## config.mk

```make
export PLATFORM = sky130hd
export DESIGN_NAME = pipe_stall_ctrl
export DESIGN_NICKNAME = d
export VERILOG_FILES = /design/src/rtl/pipe_stall_ctrl_pkg.sv /design/src/rtl/pipe_stall_ctrl_wait_timer.sv /design/src/rtl/pipe_stall_ctrl.sv
export SDC_FILE = /design/constraint.sdc
export NUM_CORES = 1
export LEC_CHECK = 0
export CORE_UTILIZATION = 40
export DETAILED_ROUTE_END_ITERATION = 10
export GPL_TIMING_DRIVEN = 0
export HOLD_SLACK_MARGIN = 0.05
export PLACE_DENSITY = 0.7
export SYNTH_ARGS = -nofsm -noshare
export SYNTH_HDL_FRONTEND = slang
export SYNTH_HIERARCHICAL = 1
export SYNTH_SLANG_ARGS = --single-unit
export TNS_END_PERCENT = 100
```

## constraint.sdc

```tcl
create_clock -name clock -period 2.3 [get_ports clock]
set_input_delay 0.46 -clock clock [delete_from_list [all_inputs] [get_ports clock]]
set_output_delay 0.46 -clock clock [all_outputs]
set_load 0.02 [all_outputs]
```

## src/rtl/pipe_stall_ctrl_pkg.sv

```systemverilog
// Shared pipeline-control definitions: state encodings, opcode constants
// (also used by the decode-stage hazard detector) and control-word helpers.
package pipe_stall_ctrl_pkg;

   typedef enum logic [1:0] {
      ST_RUN     = 2'b00,
      ST_LW_HOLD = 2'b01,
      ST_MD_WAIT = 2'b10,
      ST_BAD     = 2'b11
   } ctrl_state_t;

   localparam logic [4:0] OP_ALU  = 5'b00000;
   localparam logic [4:0] OP_ADDI = 5'b00101;
   localparam logic [4:0] OP_LW   = 5'b01000;

   typedef struct packed {
      logic pc_en;
      logic fd_en;
      logic dx_en;
      logic xm_en;
      logic mw_en;
      logic fd_flush;
      logic dx_bubble;
      logic xm_bubble;
      logic md_go;
      logic md_abort;
   } ctrl_out_t;

   localparam ctrl_out_t CTRL_IDLE = '0;

   function automatic ctrl_out_t ctrl_flow();
      ctrl_out_t c;
      c       = CTRL_IDLE;
      c.pc_en = 1'b1;
      c.fd_en = 1'b1;
      c.dx_en = 1'b1;
      c.xm_en = 1'b1;
      c.mw_en = 1'b1;
      return c;
   endfunction

   // Squash the two younger instructions behind a taken branch.
   function automatic ctrl_out_t ctrl_branch();
      ctrl_out_t c;
      c           = ctrl_flow();
      c.fd_flush  = 1'b1;
      c.dx_bubble = 1'b1;
      return c;
   endfunction

   // Front end frozen while multdiv owns X; W keeps draining.
   function automatic ctrl_out_t ctrl_md_stall();
      ctrl_out_t c;
      c           = CTRL_IDLE;
      c.xm_en     = 1'b1;
      c.xm_bubble = 1'b1;
      c.mw_en     = 1'b1;
      return c;
   endfunction

   function automatic ctrl_out_t ctrl_lw_stall();
      ctrl_out_t c;
      c           = CTRL_IDLE;
      c.dx_en     = 1'b1;
      c.dx_bubble = 1'b1;
      c.xm_en     = 1'b1;
      c.mw_en     = 1'b1;
      return c;
   endfunction

endpackage

```

## src/rtl/pipe_stall_ctrl_wait_timer.sv

```systemverilog
// pipe_wait_timer: saturating multdiv wait counter with clear/enable and an
// expired flag raised when the count reaches MD_TIMEOUT.
module pipe_wait_timer
   import pipe_stall_ctrl_pkg::*;
#(
   parameter int MD_TIMEOUT = 40,
   parameter int CNT_W      = $clog2(MD_TIMEOUT + 1)
) (
   input  logic clock,
   input  logic reset,
   input  logic clr,
   input  logic en,
   output logic expired
);

   localparam logic [CNT_W-1:0] LIMIT = CNT_W'(MD_TIMEOUT);

   logic [CNT_W-1:0] count;

   always_ff @(posedge clock or negedge reset) begin
      if (!reset) begin
         count <= '0;
      end else if (clr) begin
         count <= '0;
      end else if (en && (count != LIMIT)) begin
         count <= count + CNT_W'(1);
      end
   end

   assign expired = (count == LIMIT);

endmodule

```

## src/rtl/pipe_stall_ctrl.sv

```systemverilog
// Pipeline stall/flush sequencer: merges load-use, multdiv and branch hazards
// into latch enables. Optional stall_cycles counter under PIPE_STALL_CNT_EN.
//
// state      | meaning
// RUN        | normal flow, hazards evaluated (branch > multdiv > load-use)
// LW_HOLD    | single recovery cycle after a load-use bubble
// MD_WAIT    | front end frozen until multdiv ready or watchdog expiry
// (11)       | illegal, returns to RUN with all enables set
module pipe_stall_ctrl
   import pipe_stall_ctrl_pkg::*;
#(
   parameter int MD_TIMEOUT = 40
) (
   input  logic        clock,
   input  logic        reset,
   input  logic        lw_hazard,
   input  logic        md_start,
   input  logic        md_ready,
   input  logic        branch_taken,
   output logic        pc_en,
   output logic        fd_en,
   output logic        dx_en,
   output logic        xm_en,
   output logic        mw_en,
   output logic        fd_flush,
   output logic        dx_bubble,
   output logic        xm_bubble,
   output logic        md_go,
   output logic        md_abort,
   output logic        md_timeout,
   output logic [1:0]  ctrl_state
`ifdef PIPE_STALL_CNT_EN
  ,output logic [31:0] stall_cycles
`endif
);

   localparam int CNT_W = $clog2(MD_TIMEOUT + 1);

   ctrl_state_t state;
   ctrl_state_t nxt;
   ctrl_out_t   co;
   logic        tmr_clr;
   logic        tmr_en;
   logic        tmr_expired;
   logic        timeout_set;

   pipe_wait_timer #(
      .MD_TIMEOUT (MD_TIMEOUT),
      .CNT_W      (CNT_W)
   ) u_wait_timer (
      .clock   (clock),
      .reset   (reset),
      .clr     (tmr_clr),
      .en      (tmr_en),
      .expired (tmr_expired)
   );

   always_comb begin
      nxt         = state;
      co          = CTRL_IDLE;
      tmr_clr     = 1'b0;
      tmr_en      = 1'b0;
      timeout_set = 1'b0;
      case (state)
         ST_RUN, ST_LW_HOLD: begin
            if (branch_taken) begin
               co  = ctrl_branch();
               nxt = ST_RUN;
            end else if ((state == ST_RUN) && md_start) begin
               co       = ctrl_md_stall();
               co.md_go = 1'b1;
               tmr_en   = 1'b1;
               nxt      = ST_MD_WAIT;
            end else if ((state == ST_RUN) && lw_hazard) begin
               co  = ctrl_lw_stall();
               nxt = ST_LW_HOLD;
            end else begin
               co  = ctrl_flow();
               nxt = ST_RUN;
            end
         end
         ST_MD_WAIT: begin
            if (md_ready) begin
               co      = ctrl_flow();
               tmr_clr = 1'b1;
               nxt     = ST_RUN;
            end else if (tmr_expired) begin
               // Result never arrived: release the pipe with a nop in X/M.
               co           = ctrl_flow();
               co.xm_bubble = 1'b1;
               co.md_abort  = 1'b1;
               timeout_set  = 1'b1;
               tmr_clr      = 1'b1;
               nxt          = ST_RUN;
            end else begin
               co     = ctrl_md_stall();
               tmr_en = 1'b1;
            end
         end
         default: begin
            co      = ctrl_flow();
            tmr_clr = 1'b1;
            nxt     = ST_RUN;
         end
      endcase
      if (!reset) begin
         co = CTRL_IDLE;
      end
   end

   always_ff @(posedge clock or negedge reset) begin
      if (!reset) begin
         state      <= ST_RUN;
         md_timeout <= 1'b0;
      end else begin
         state <= nxt;
         if (timeout_set) begin
            md_timeout <= 1'b1;
         end
      end
   end

   assign pc_en      = co.pc_en;
   assign fd_en      = co.fd_en;
   assign dx_en      = co.dx_en;
   assign xm_en      = co.xm_en;
   assign mw_en      = co.mw_en;
   assign fd_flush   = co.fd_flush;
   assign dx_bubble  = co.dx_bubble;
   assign xm_bubble  = co.xm_bubble;
   assign md_go      = co.md_go;
   assign md_abort   = co.md_abort;
   assign ctrl_state = state;

`ifdef PIPE_STALL_CNT_EN
   logic [31:0] stall_cnt;

   always_ff @(posedge clock or negedge reset) begin
      if (!reset) begin
         stall_cnt <= '0;
      end else if (!co.pc_en && (stall_cnt != 32'hFFFF_FFFF)) begin
         stall_cnt <= stall_cnt + 32'd1;
      end
   end

   assign stall_cycles = stall_cnt;
`else
   // Stall statistics not built in this configuration.
`endif

endmodule

```

==> flow_summary_export.csv <==
group,metric,value,unit
sta,max_freq,444,MHz
sta,setup_viol,0,
sta,hold_violations,0,
finish,most-common-layout-cells,"12 x sky130_fd_sc_hd__buf_4, 8 x sky130_fd_sc_hd__dfrtp_1, 8 x sky130_fd_sc_hd__clkdlybuf4s50_1",
yosys,syn_nets,76,
yosys,synth_flop_cell,"sky130_fd_sc_hd__dfrtp_1",
route,vias_per_cell,5.77,
setup_path,worst-setup-path-type,"input pin to output port",
power_and_ir_drop,p_int,453,µW
finish,nNetsFinal,106,
sta,finClkSkew,0.000824,ns
clock_network,hold_buf_cts,0,
setup_path,crit_path_cell_trace,"clkdlybuf4s50_1 > or3b_4 > a211oi_2 > buf_2",
setup_path,critPathLaunch,"branch_taken",
job,total_of_max_cap_violations,0,
finish,drive_gt1_frac,0.423,
sta,final_max_tran_viols,0,
sta,finalSetupTns,0,ns
clock_network,tritoncts,"done",
sta,finalWorstSetupSlack,0.0497,ns
yosys,synth_top_cell_area_share,0.350,
yosys,synthTopCellsByArea,"sky130_fd_sc_hd__dfrtp_1 35%, sky130_fd_sc_hd__ha_1 3.9%, sky130_fd_sc_hd__a211oi_1 3.5%",
place,post_dp_area,851,µm²
finish,utilization,0.641,
power_and_ir_drop,power.share.sequential,0.333,
power_and_ir_drop,vdd_drop_max,0.410,mV
sta,period_needed,2.25,ns
clock_network,cts-buffers-inserted,3,
die,core.rowCount,14,
setup_path,setup.worst_path.end_class,"output port",
grt,vias_in_the_first_global_route,566,
die,core_area,0.00151,mm²
setup_path,crit_path_max_delay_cell_type,"sky130_fd_sc_hd__clkdlybuf4s50_1",
grt,grt_usage,0.189,
clock_network,clkTransAtPathRegs,0.06,ns
route,drcViolationCount,0,
route,via_count,652,
yosys,syn_area,644,µm²
clock_network,clock-root-buffer,"sky130_fd_sc_hd__clkbuf_4",
power_and_ir_drop,clock_power_share,0.175,
clock_network,cts.path.max_buffers,2,
die,floorplan.initialDensity,0.428,
grt,grt_max_degree,15,
status,status,"finished clean",
yosys,synth-edff-count,0,
min_path,kind_of_path_behind_the_tightest_hold_check,"input pin to async pin",
yosys,syn_area_per_cell,9.48,µm²
sta,slew_headroom,0.722,
grt,globalRoute.totalOverflow,0,
yosys,synth_top_area_cell,"sky130_fd_sc_hd__dfrtp_1",
route,avgRoutedWirePerCell,15.0,µm
yosys,cells_after_synthesis,68,
die,floorplan.die.height,42.1,µm
grt,global_route_wire_length_before_repair,2540,µm
yosys,ys_types,33,
grt,initial_antenna_violation_count,0,
sta,period_share,0.978,
power_and_ir_drop,p_sw_frac,0.368,
yosys,yosys_warnings,6,
setup_path,max_stage_delay,0.49,ns
setup_path,critPathLaunchType,"input pin",
power_and_ir_drop,fin_total_pwr,716,µW
die,pin_count,19,
clock_network,worstSkewPairLatency,0.26,ns
power_and_ir_drop,power.net_switching,263,µW
setup_path,critical_path_fanouts_max,3,
finish,antenna_cells,0,
finish,num-fill-cells,130,
yosys,postSynthRegisterBits,9,
power_and_ir_drop,comb_power_share,0.492,
die,dieArea,0.00178,mm²
route,totalWireLength,1690,µm
yosys,synth_async_sr_flop_share,1.00,
power_and_ir_drop,powerDensity,741,mW/mm²
route,drt_iter0_drcs,19,
place,finalWeightedCongestion,0.740,
finish,final_common_cell,"sky130_fd_sc_hd__buf_4",
clock_network,cts.htree.levels,1,
setup_path,cp_data_arrival_time,1.79,ns
setup_path,critical_path_required,1.84,ns
route,drt_first_pass_iters,4,
setup_path,beginning_of_the_worst_register_to_register_path,"u_wait_timer/count[1]",
place,dp_worst_setup_slack,-0.727,ns
route,detail-route-antenna-nets,0,
place,port_buffers,18,
power_and_ir_drop,power.static_leakage,0.434,nW
place,post_dp_hpwl,1010,µm
finish,finish.instance_area,966,µm²
die,die-width,42.1,µm
sta,tightestPinTransition,0.417,ns
clock_network,clock-sinks,9,
yosys,seq_area_frac_synth,0.350,
finish,flow.area_growth_from_synthesis,49.9,%
==> state kept, by name (all words and copies together), names as in the netlist <==
| name | cells |
|---|---|
| md_timeout | 1 |
| ctrl_state | 2 |
| u_wait_timer/count | 6 |
==> synthesized netlist by cell type, drive strengths merged (3+ instances only) <==
cell	number
a21oi	4
or3b	3
nor3	3
nor2	3
dfrtp	9
buf	3
nand2	4
inv	4
a211oi	4
==> final timing paths <==
| check | endpoint | slack (ns) | cells past startpoint |
|---|---|---|---|
| setup / recovery | xm_bubble | 0.05 | 4 |
| hold / removal | md_timeout | 0.17 | 1 |
| setup reg to reg | u_wait_timer/count[5] | 0.07 | 9 |
| hold reg to reg | md_timeout | 0.47 | 1 |
| max in group asynchronous | u_wait_timer/count[2] | 1.88 | 1 |
| min in group clock | md_timeout | 0.47 | 1 |
==> worst max-delay path: cells and delay by family <==
kind	cells	cell delay, ns
compound gates	1	0.21
buf+inv	2	0.68
simple gates	1	0.43
==> what timing repair did <==
item                                    in CTS  in global routing
endpoints found under the setup margin      13                 10
gates resized for setup                     36                 12
buffers inserted                             3                  6
pin swaps                                    1                  3
==> metrics by stage <==
| stage | hold slack [ns] | instances |
|---|---|---|
| 5_1_grt | 0.178 | 113 |
| 4_1_cts | 0.166 | 109 |
| 2_1_floorplan | 0.164 | 68 |
| 3_5_place_dp | 0.463 | 102 |
| 6_report | 0.166 | 113 |
| 3_3_place_gp | 0.452 | 102 |
==> final cells by class <==
cell class,instances,area (µm²),share of cell area
multi-input cells,50,438,0.453
flip-flops and latches,9,226,0.234
repair buffers,27,221,0.229
clock buffers,4,26.3,0.0272
well taps,16,20.0,0.0207
plain buffers,3,18.8,0.0194
inverters,4,15.0,0.0155
==> power by group through the flow <==
stage | logic (mW) | registers (mW) | clock network, mW
floorplan | 0.162 | 0.233 | 0
global route | 0.375 | 0.243 | 0.141
CTS | 0.255 | 0.239 | 0.130
finish | 0.352 | 0.238 | 0.125
global placement | 0.228 | 0.239 | 0
detailed placement | 0.233 | 0.239 | 0
==> logic make-up (layout without fill, tap and decap cells) <==
logic type,Yosys count,after routing,synth area share
muxes,1,1,0.0175
buffers and inverters,9,38,0.0699
AOI/OAI and AO/OA,12,12,0.138
xor gates and xnor gates,2,2,0.0272
and+or+nand+nor,33,33,0.359
DFF,9,9,0.350
adders and majority gates,2,2,0.0388
==> layer usage <==
layer / vias up / part of all wire / track usage
li1: 314 / - / -
met1: 291 / 0.44 / 0.253
met2: 35 / 0.47 / 0.309
met3: 12 / 0.049 / 0.0259
met4: 0 / 0.034 / 0.0750
met5: - / 0 / 0
Note: power is estimated with default switching activity, not from simulation.
